==> src/rtl/maze_mem_arbiter_if.sv <==
// Requester-side bus of the maze memory arbiter: one instance per port (host, rat).
// master = requester (drives req/wr/addr/wdata), slave = arbiter (drives gnt/rvalid/rdata).
interface maze_mem_arbiter_if #(
   parameter int ADDR_W = 8,
   parameter int DATA_W = 1
);
   logic              req;
   logic              wr;
   logic [ADDR_W-1:0] addr;
   logic [DATA_W-1:0] wdata;
   logic              gnt;
   logic              rvalid;
   logic [DATA_W-1:0] rdata;

   modport master (output req, wr, addr, wdata, input gnt, rvalid, rdata);
   modport slave  (input req, wr, addr, wdata, output gnt, rvalid, rdata);
endinterface

==> src/rtl/maze_mem_arbiter.sv <==
// Maze memory arbiter: shares one synchronous single-port RAM between host (h) and rat solver (r).
// Per-cycle grant (lock > single requester > round robin), fixed 2-cycle read path.
// Optional feature macro: MAZE_ARB_STATS_EN builds the saturating contention counter;
// without it conflict_cnt is tied to zero.
module maze_mem_arbiter #(
   parameter int ADDR_W = 8,
   parameter int DATA_W = 1
) (
   input  logic              clk,
   input  logic              rst,
   maze_mem_arbiter_if.slave h,
   maze_mem_arbiter_if.slave r,
   input  logic              h_lock,
   output logic              mem_en,
   output logic              mem_we,
   output logic [ADDR_W-1:0] mem_addr,
   output logic [DATA_W-1:0] mem_din,
   input  logic [DATA_W-1:0] mem_dout,
   output logic              busy,
   output logic [15:0]       conflict_cnt
);
   typedef enum logic [2:0] {IDLE, HOST_ONLY, RAT_ONLY, RR, LOCKED} arb_t;
   typedef enum logic {HOST = 1'b0, RAT = 1'b1} port_t;

   arb_t              arb;
   port_t             rr_ptr;
   logic              h_win, r_win, acc;
   logic              acc_wr;
   logic [ADDR_W-1:0] acc_addr;
   logic [DATA_W-1:0] acc_wdata;
   logic              s1_tag;      // stage1 valid/cmd live in the registered mem_* outputs
   logic              s2_vld, s2_tag;

   // Arbitration decision for this cycle; grants are suppressed while in reset.
   always_comb begin
      arb = IDLE;
      if (h_lock)                arb = LOCKED;
      else if (h.req && r.req)   arb = RR;
      else if (h.req)            arb = HOST_ONLY;
      else if (r.req)            arb = RAT_ONLY;
      h_win = 1'b0;
      r_win = 1'b0;
      case (arb)
         LOCKED:    h_win = h.req;
         HOST_ONLY: h_win = 1'b1;
         RAT_ONLY:  r_win = 1'b1;
         RR: begin
            h_win = (rr_ptr == HOST);
            r_win = (rr_ptr == RAT);
         end
         default: ;
      endcase
      h_win = h_win & rst;
      r_win = r_win & rst;
   end

   assign h.gnt     = h_win;
   assign r.gnt     = r_win;
   assign acc       = h_win | r_win;
   assign acc_wr    = h_win ? h.wr    : r.wr;
   assign acc_addr  = h_win ? h.addr  : r.addr;
   assign acc_wdata = h_win ? h.wdata : r.wdata;

   // Stage1: register the winning command straight onto the memory port; advance rr pointer.
   always_ff @(posedge clk or negedge rst) begin
      if (!rst) begin
         mem_en   <= 1'b0;
         mem_we   <= 1'b0;
         mem_addr <= '0;
         mem_din  <= '0;
         s1_tag   <= 1'b0;
         rr_ptr   <= HOST;
      end else begin
         mem_en <= acc;
         mem_we <= acc & acc_wr;
         if (acc) begin
            mem_addr <= acc_addr;
            mem_din  <= acc_wdata;
            s1_tag   <= r_win;
         end
         if (h_win)      rr_ptr <= RAT;
         else if (r_win) rr_ptr <= HOST;
      end
   end

   // Stage2: only reads carry forward; the tag steers the returning RAM data.
   always_ff @(posedge clk or negedge rst) begin
      if (!rst) begin
         s2_vld <= 1'b0;
         s2_tag <= 1'b0;
      end else begin
         s2_vld <= mem_en & ~mem_we;
         s2_tag <= s1_tag;
      end
   end

   assign h.rvalid = s2_vld & ~s2_tag;
   assign r.rvalid = s2_vld &  s2_tag;
   assign h.rdata  = h.rvalid ? mem_dout : '0;
   assign r.rdata  = r.rvalid ? mem_dout : '0;
   assign busy     = mem_en | s2_vld;

`ifdef MAZE_ARB_STATS_EN
   // Count cycles where both ports contend (lock excluded), saturating at all-ones.
   always_ff @(posedge clk or negedge rst) begin
      if (!rst)
         conflict_cnt <= '0;
      else if (h.req && r.req && !h_lock && conflict_cnt != 16'hFFFF)
         conflict_cnt <= conflict_cnt + 16'd1;
   end
`else
   assign conflict_cnt = '0;
`endif
endmodule

==> src/flat_wrapper.sv <==
// flat-port wrapper written by rule: the top's interface ports become plain ports
module maze_mem_arbiter_flat 
#(
   parameter int ADDR_W = 8,
   parameter int DATA_W = 1
)
  (clk, rst, h_lock, mem_en, mem_we, mem_addr, mem_din, mem_dout, busy, conflict_cnt, h_req, h_wr, h_addr, h_wdata, h_gnt, h_rvalid, h_rdata, r_req, r_wr, r_addr, r_wdata, r_gnt, r_rvalid, r_rdata);
  maze_mem_arbiter_if #(.ADDR_W(ADDR_W), .DATA_W(DATA_W)) h_i ();
  maze_mem_arbiter_if #(.ADDR_W(ADDR_W), .DATA_W(DATA_W)) r_i ();
  input  logic clk;
  input  logic rst;
  input  logic h_lock;
  output logic mem_en;
  output logic mem_we;
  output logic [ADDR_W-1:0] mem_addr;
  output logic [DATA_W-1:0] mem_din;
  input  logic [DATA_W-1:0] mem_dout;
  output logic busy;
  output logic [15:0] conflict_cnt;
  input wire logic [$bits(h_i.req)-1:0] h_req;
  input wire logic [$bits(h_i.wr)-1:0] h_wr;
  input wire logic [$bits(h_i.addr)-1:0] h_addr;
  input wire logic [$bits(h_i.wdata)-1:0] h_wdata;
  output wire logic [$bits(h_i.gnt)-1:0] h_gnt;
  output wire logic [$bits(h_i.rvalid)-1:0] h_rvalid;
  output wire logic [$bits(h_i.rdata)-1:0] h_rdata;
  input wire logic [$bits(r_i.req)-1:0] r_req;
  input wire logic [$bits(r_i.wr)-1:0] r_wr;
  input wire logic [$bits(r_i.addr)-1:0] r_addr;
  input wire logic [$bits(r_i.wdata)-1:0] r_wdata;
  output wire logic [$bits(r_i.gnt)-1:0] r_gnt;
  output wire logic [$bits(r_i.rvalid)-1:0] r_rvalid;
  output wire logic [$bits(r_i.rdata)-1:0] r_rdata;
  assign h_i.req = h_req;
  assign h_i.wr = h_wr;
  assign h_i.addr = h_addr;
  assign h_i.wdata = h_wdata;
  assign h_gnt = h_i.gnt;
  assign h_rvalid = h_i.rvalid;
  assign h_rdata = h_i.rdata;
  assign r_i.req = r_req;
  assign r_i.wr = r_wr;
  assign r_i.addr = r_addr;
  assign r_i.wdata = r_wdata;
  assign r_gnt = r_i.gnt;
  assign r_rvalid = r_i.rvalid;
  assign r_rdata = r_i.rdata;
  maze_mem_arbiter #(.ADDR_W(ADDR_W), .DATA_W(DATA_W)) u_core (.clk(clk), .rst(rst), .h(h_i), .r(r_i), .h_lock(h_lock), .mem_en(mem_en), .mem_we(mem_we), .mem_addr(mem_addr), .mem_din(mem_din), .mem_dout(mem_dout), .busy(busy), .conflict_cnt(conflict_cnt));
endmodule
==> config.mk <==
export PLATFORM = sky130hd
export DESIGN_NAME = maze_mem_arbiter_flat
export DESIGN_NICKNAME = d
export VERILOG_FILES = /design/src/rtl/maze_mem_arbiter_if.sv /design/src/rtl/maze_mem_arbiter.sv /design/src/flat_wrapper.sv
export SDC_FILE = /design/constraint.sdc
export NUM_CORES = 1
export LEC_CHECK = 0
export CAP_MARGIN = 20
export CORE_UTILIZATION = 30
export DETAILED_ROUTE_END_ITERATION = 8
export PLACE_DENSITY = 0.69
export SLEW_MARGIN = 20
export SYNTH_ARGS = -nofsm -noshare
export SYNTH_HDL_FRONTEND = slang
export SYNTH_SLANG_ARGS = --single-unit
==> constraint.sdc <==
create_clock -name clk -period 1.2 [get_ports clk]
set_input_delay 0.18 -clock clk [delete_from_list [all_inputs] [get_ports clk]]
set_output_delay 0.18 -clock clk [all_outputs]
set_load 0.01 [all_outputs]
**Word-level counts from Yosys, hierarchy flattened**

Cells that the tools add are included.

- Word-level logic and storage cells: 38
- Input bits: 26
- Register bits: 15
- Output and inout bits: 34

- Muxes and demuxes: 13
- Reduce and logical (&&, ||, !) cells: 2
- Equal/unequal tests: 4
- Bitwise operators: 11

Operators with widths:

| kind | count |
|---|---|
| $mux W3 | 3 |
| $mux W8 | 1 |
| $and A1 B1 Y1 | 6 |
| $eq A3 B2 Y1 const B | 2 |
| $mux W1 | 6 |
| $eq A3 B1 Y1 const B | 1 |
| $eq A3 B3 Y1 const B | 1 |
| $not A1 Y1 | 3 |
| $pmux W1 S3 | 1 |
| $mux W2 | 1 |
| $or A1 B1 Y1 | 2 |
| $pmux W1 S2 | 1 |
| $reduce_bool A2 Y1 | 1 |
| $logic_and A1 B1 Y1 | 1 |

**Depth between registers and ports, before layout**

- Depth in word-level cells: 9
- Depth in mapped cells: 5

**Worst setup path after synthesis**

OpenSTA, ideal clock, no wires.

- Path kind: reg-to-reg
- Start: reg u_core.rr_ptr
- End: reg u_core.mem_we
- Setup slack: 0.076 ns
- Data required time: 1.127 ns
- Clock period less this slack: 1.124 ns
- Path buffers: 0
- Cell stages (with the launch flop): 4
- Setup time: 0.073 ns
- Arrival time: 1.051 ns
- Cell sequence: dfrtp_1 > and3b_4 > or3b_1 > a21oi_2

- Cells in the longest elaborated chain, start to end: 5
- Elaborated cells between the ends (all ways): 8

RTL lines:

| item | RTL line | text |
|---|---|---|
| from (decl) | maze_mem_arbiter.sv:26 | `port_t rr_ptr;` |
| from (signal assigned) | maze_mem_arbiter.sv:72 | `rr_ptr <= HOST;` |
| from (signal assigned) | maze_mem_arbiter.sv:81 | `if (h_win) rr_ptr <= RAT;` |
| from (signal assigned) | maze_mem_arbiter.sv:82 | `else if (r_win) rr_ptr <= HOST;` |
| $not A1 Y1 | maze_mem_arbiter.sv:48 | `h_win = (rr_ptr == HOST);` |
| $pmux W1 S3 | maze_mem_arbiter.sv:43 | `case (arb)` |
| $and A1 B1 Y1 | maze_mem_arbiter.sv:53 | `h_win = h_win & rst;` |
| $or A1 B1 Y1 / $mux W1 (equally long branches) | maze_mem_arbiter.sv:59, maze_mem_arbiter.sv:60 |  |
| $and A1 B1 Y1 * | maze_mem_arbiter.sv:75 | `mem_we <= acc & acc_wr;` |
| to (signal assigned) | maze_mem_arbiter.sv:75 |  |
| to (decl) | maze_mem_arbiter.sv:15 | `output logic mem_we,` |

Mark *: on every way between the ends. The rest lies on a longest branch, timed or not.
A chain may end at the register's enable or synchronous reset.

**Worst setup path in the final report**

Same ends and word-level chain as after synthesis.

==> metrics.yaml <==
outcome:
  status: "finished with violations"
  violations: "negative setup slack"
grt:
  grt_max_degree: 33
  grt_pass1_vias: 964
  track_usage: 0.160
  overflow: 0
  grt_pass1_wl_mm: 4.20
  antenna_found_initial: 0
placed_design:
  gp_congestion: 0.668
  dp.final_hpwl_mm: 1.88
  dpl.cell_count: 198
  portBuffers: 43
detailed_routing:
  vias_per_cell: 4.62
  ant_nets: 0
  routed_wl_mm: 2.80
  dr_wl_met3_um: 162
  via_count: 966
  topRoutingLayerUsed: "met4"
  met2_length_mm: 1.45
  drt_iter0_markers: 43
  firstDrtPassIters: 4
  drc_errors: 0
  met1_length_mm: 1.15
  wl_per_cell_um: 13.4
critical_path:
  path_class: "reg2reg"
  reg2regPathDepth: 4
  crit_required_ns: 1.41
  arrival_ns: 1.52
  worstSetupStartpointType: "flip-flop"
  worstSetupEndpointType: "flip-flop"
  path_max_fanout: 5
finish:
  final_util: 0.537
  final_common_cell: "clkdlybuf4s50_1"
  antenna_cells: 0
  final_nets: 192
  drive_gt1_frac: 0.321
  synthToLayoutAreaGrowth_pct: 66.0
  fillCellCount: 285
  mostFrequentLayoutCells: "clkdlybuf4s50_1 (21), conb_1 (16), dfrtp_1 (15), buf_4 (13), dlygate4sd2_1 (12)"
  final_cells: 209
floorplanning:
  rows: 20
  die_area_um2: 3610
  start_util: 0.324
  dieHeight_um: 60.1
  dieWidth_um: 60.1
  core_um2: 3130
  io_pins: 60
yosys:
  synth_top_area_cell: "dfrtp_1"
  async_flop_share: 1.00
  ys_ff_latch: 15
  ys_seq_area_frac: 0.371
  synthTopCellsByArea: "dfrtp_1 (37%), buf_4 (13%), o221ai_1 (7.8%)"
  avgSynthCellArea_um2: 9.29
  netlist.area_leader.share: 0.371
  yosys_warnings: 0
  ys_types: 27
  synth_edf_count: 0
  syn_area_um2: 1010
  netlist_instances: 109
  ys.flop_type: "dfrtp_1"
power:
  vdd_drop_max_v: 0.000336
  p_leak_nw: 0.772
  power_per_cell_area_nw_per_um2: 941
clocking:
  cts_hold_buf: 0
  htree_levels: 1
  clock_latency_ns: 0.28
  cts.sink_count: 15
  cts_made_buffers: 3
  cts_root_buf: "clkbuf_4"
  cts_tree: "done"
  clkTransAtPathRegs_ns: 0.09
  clockBufferDepth: 2
sta:
  setup_violations: 15
  finalHoldViolations: 0
  rsz0062_at_grt: "yes"
  min_period_over_period: 1.08
  final.setup.tns_ns: -1.02
  finalCriticalPeriod_ns: 1.30
  fin_skew_ns: 0.00408
  report.final.slew_viol_count: 0
  clock.fmax_mhz: 768
  holdWs_ns: 0.0467
  finalWorstSetupSlack_ns: -0.101
run:
  drv_cap: 0
worst_hold_path:
  worstHoldPathType: "in2async"
power by group:
part | leakage, nW | total, W | switching (W) | internal [W]
Clock | 0.0150 | 0.000291 | 0.000162 | 0.000129
Combinational | 0.582 | 0.000663 | 0.000297 | 0.000366
Sequential | 0.175 | 0.000627 | 0.0000479 | 0.000579
cell usage after synthesis, types with 2 or more instances:
| library cell | n |
|---|---|
| buf_4 | 18 |
| dfrtp_1 | 15 |
| inv_1 | 11 |
| nand3_1 | 9 |
| o21a_1 | 9 |
| o221ai_1 | 9 |
| a2bb2oi_1 | 8 |
| buf_2 | 5 |
| nand2_1 | 3 |
| o21ai_0 | 3 |
| nor2_1 | 2 |
| nor2b_1 | 2 |
path summary, 6_finish.rpt:
kind,from,to,slack (ns)
worst max-delay path,u_core.rr_ptr,u_core.mem_we,-0.10
min in group clk,u_core.s1_tag,u_core.s2_tag,0.38
max in group asynchronous,rst,u_core.mem_addr[5],0.84
worst max register to register,u_core.rr_ptr,u_core.mem_we,-0.10
worst min register to register,u_core.s1_tag,u_core.s2_tag,0.38
worst min-delay path,rst,u_core.rr_ptr,0.05
state kept, by name, summed over array words and instances (netlist names):
signal           cells
u_core.mem_addr      8
u_core.mem_din       1
u_core.mem_en        1
u_core.mem_we        1
u_core.rr_ptr        1
u_core.s1_tag        1
u_core.s2_tag        1
u_core.s2_vld        1
timing repair:
| action | in CTS | in global routing |
|---|---|---|
| cloned | 1 | 0 |
| setup endpoints to repair | 29 | 17 |
| pin swaps | 13 | 7 |
| gates resized for setup | 59 | 17 |
| buffers inserted | 2 | 4 |
layer usage:
layer / track usage / up-vias
li1: - / 468
met1: 0.173 / 455
met2: 0.289 / 39
met3: 0.0368 / 4
met4: 0.0797 / 0
met5: 0 / -
worst max-delay path, stage by stage, from the launching register on:
cell     delay (ns)
dfrtp_1        0.41
and3b_4        0.20
buf_8          0.14
or3b_4         0.37
a21oi_2        0.12
final cells by class:
cell class / instances / area (µm²) / share of cell area
clock buffer: 4 / 26.3 / 0.0156
inverter: 11 / 41.3 / 0.0246
multi-input combinational: 73 / 581 / 0.345
sequential: 15 / 375 / 0.223
tap: 44 / 55.1 / 0.0328
timing repair buffer: 62 / 602 / 0.358
logic make-up (layout without fill, tap and decap cells):
| family | Yosys count | in the layout | synth area share |
|---|---|---|---|
| and+or+nand+nor | 24 | 24 | 0.136 |
| DFF | 15 | 15 | 0.371 |
| AOI/OAI and AO/OA | 33 | 33 | 0.266 |
| other | 1 | 16 | 0.00370 |
| buffers and inverters | 36 | 77 | 0.224 |
metrics by stage:
stage / area [µm²] / power, W / setup slack, ns
finish: 1680 / 0.00158 / -0.101
global route: 1680 / 0.00169 / -0.138
CTS: 1580 / 0.00151 / -0.113
detailed placement: 1470 / 0.00118 / -0.589
global placement: 1470 / 0.00117 / -0.541
floorplan: 1070 / 0.000931 / 0.0763
Note: power is estimated with default switching activity, not from simulation.
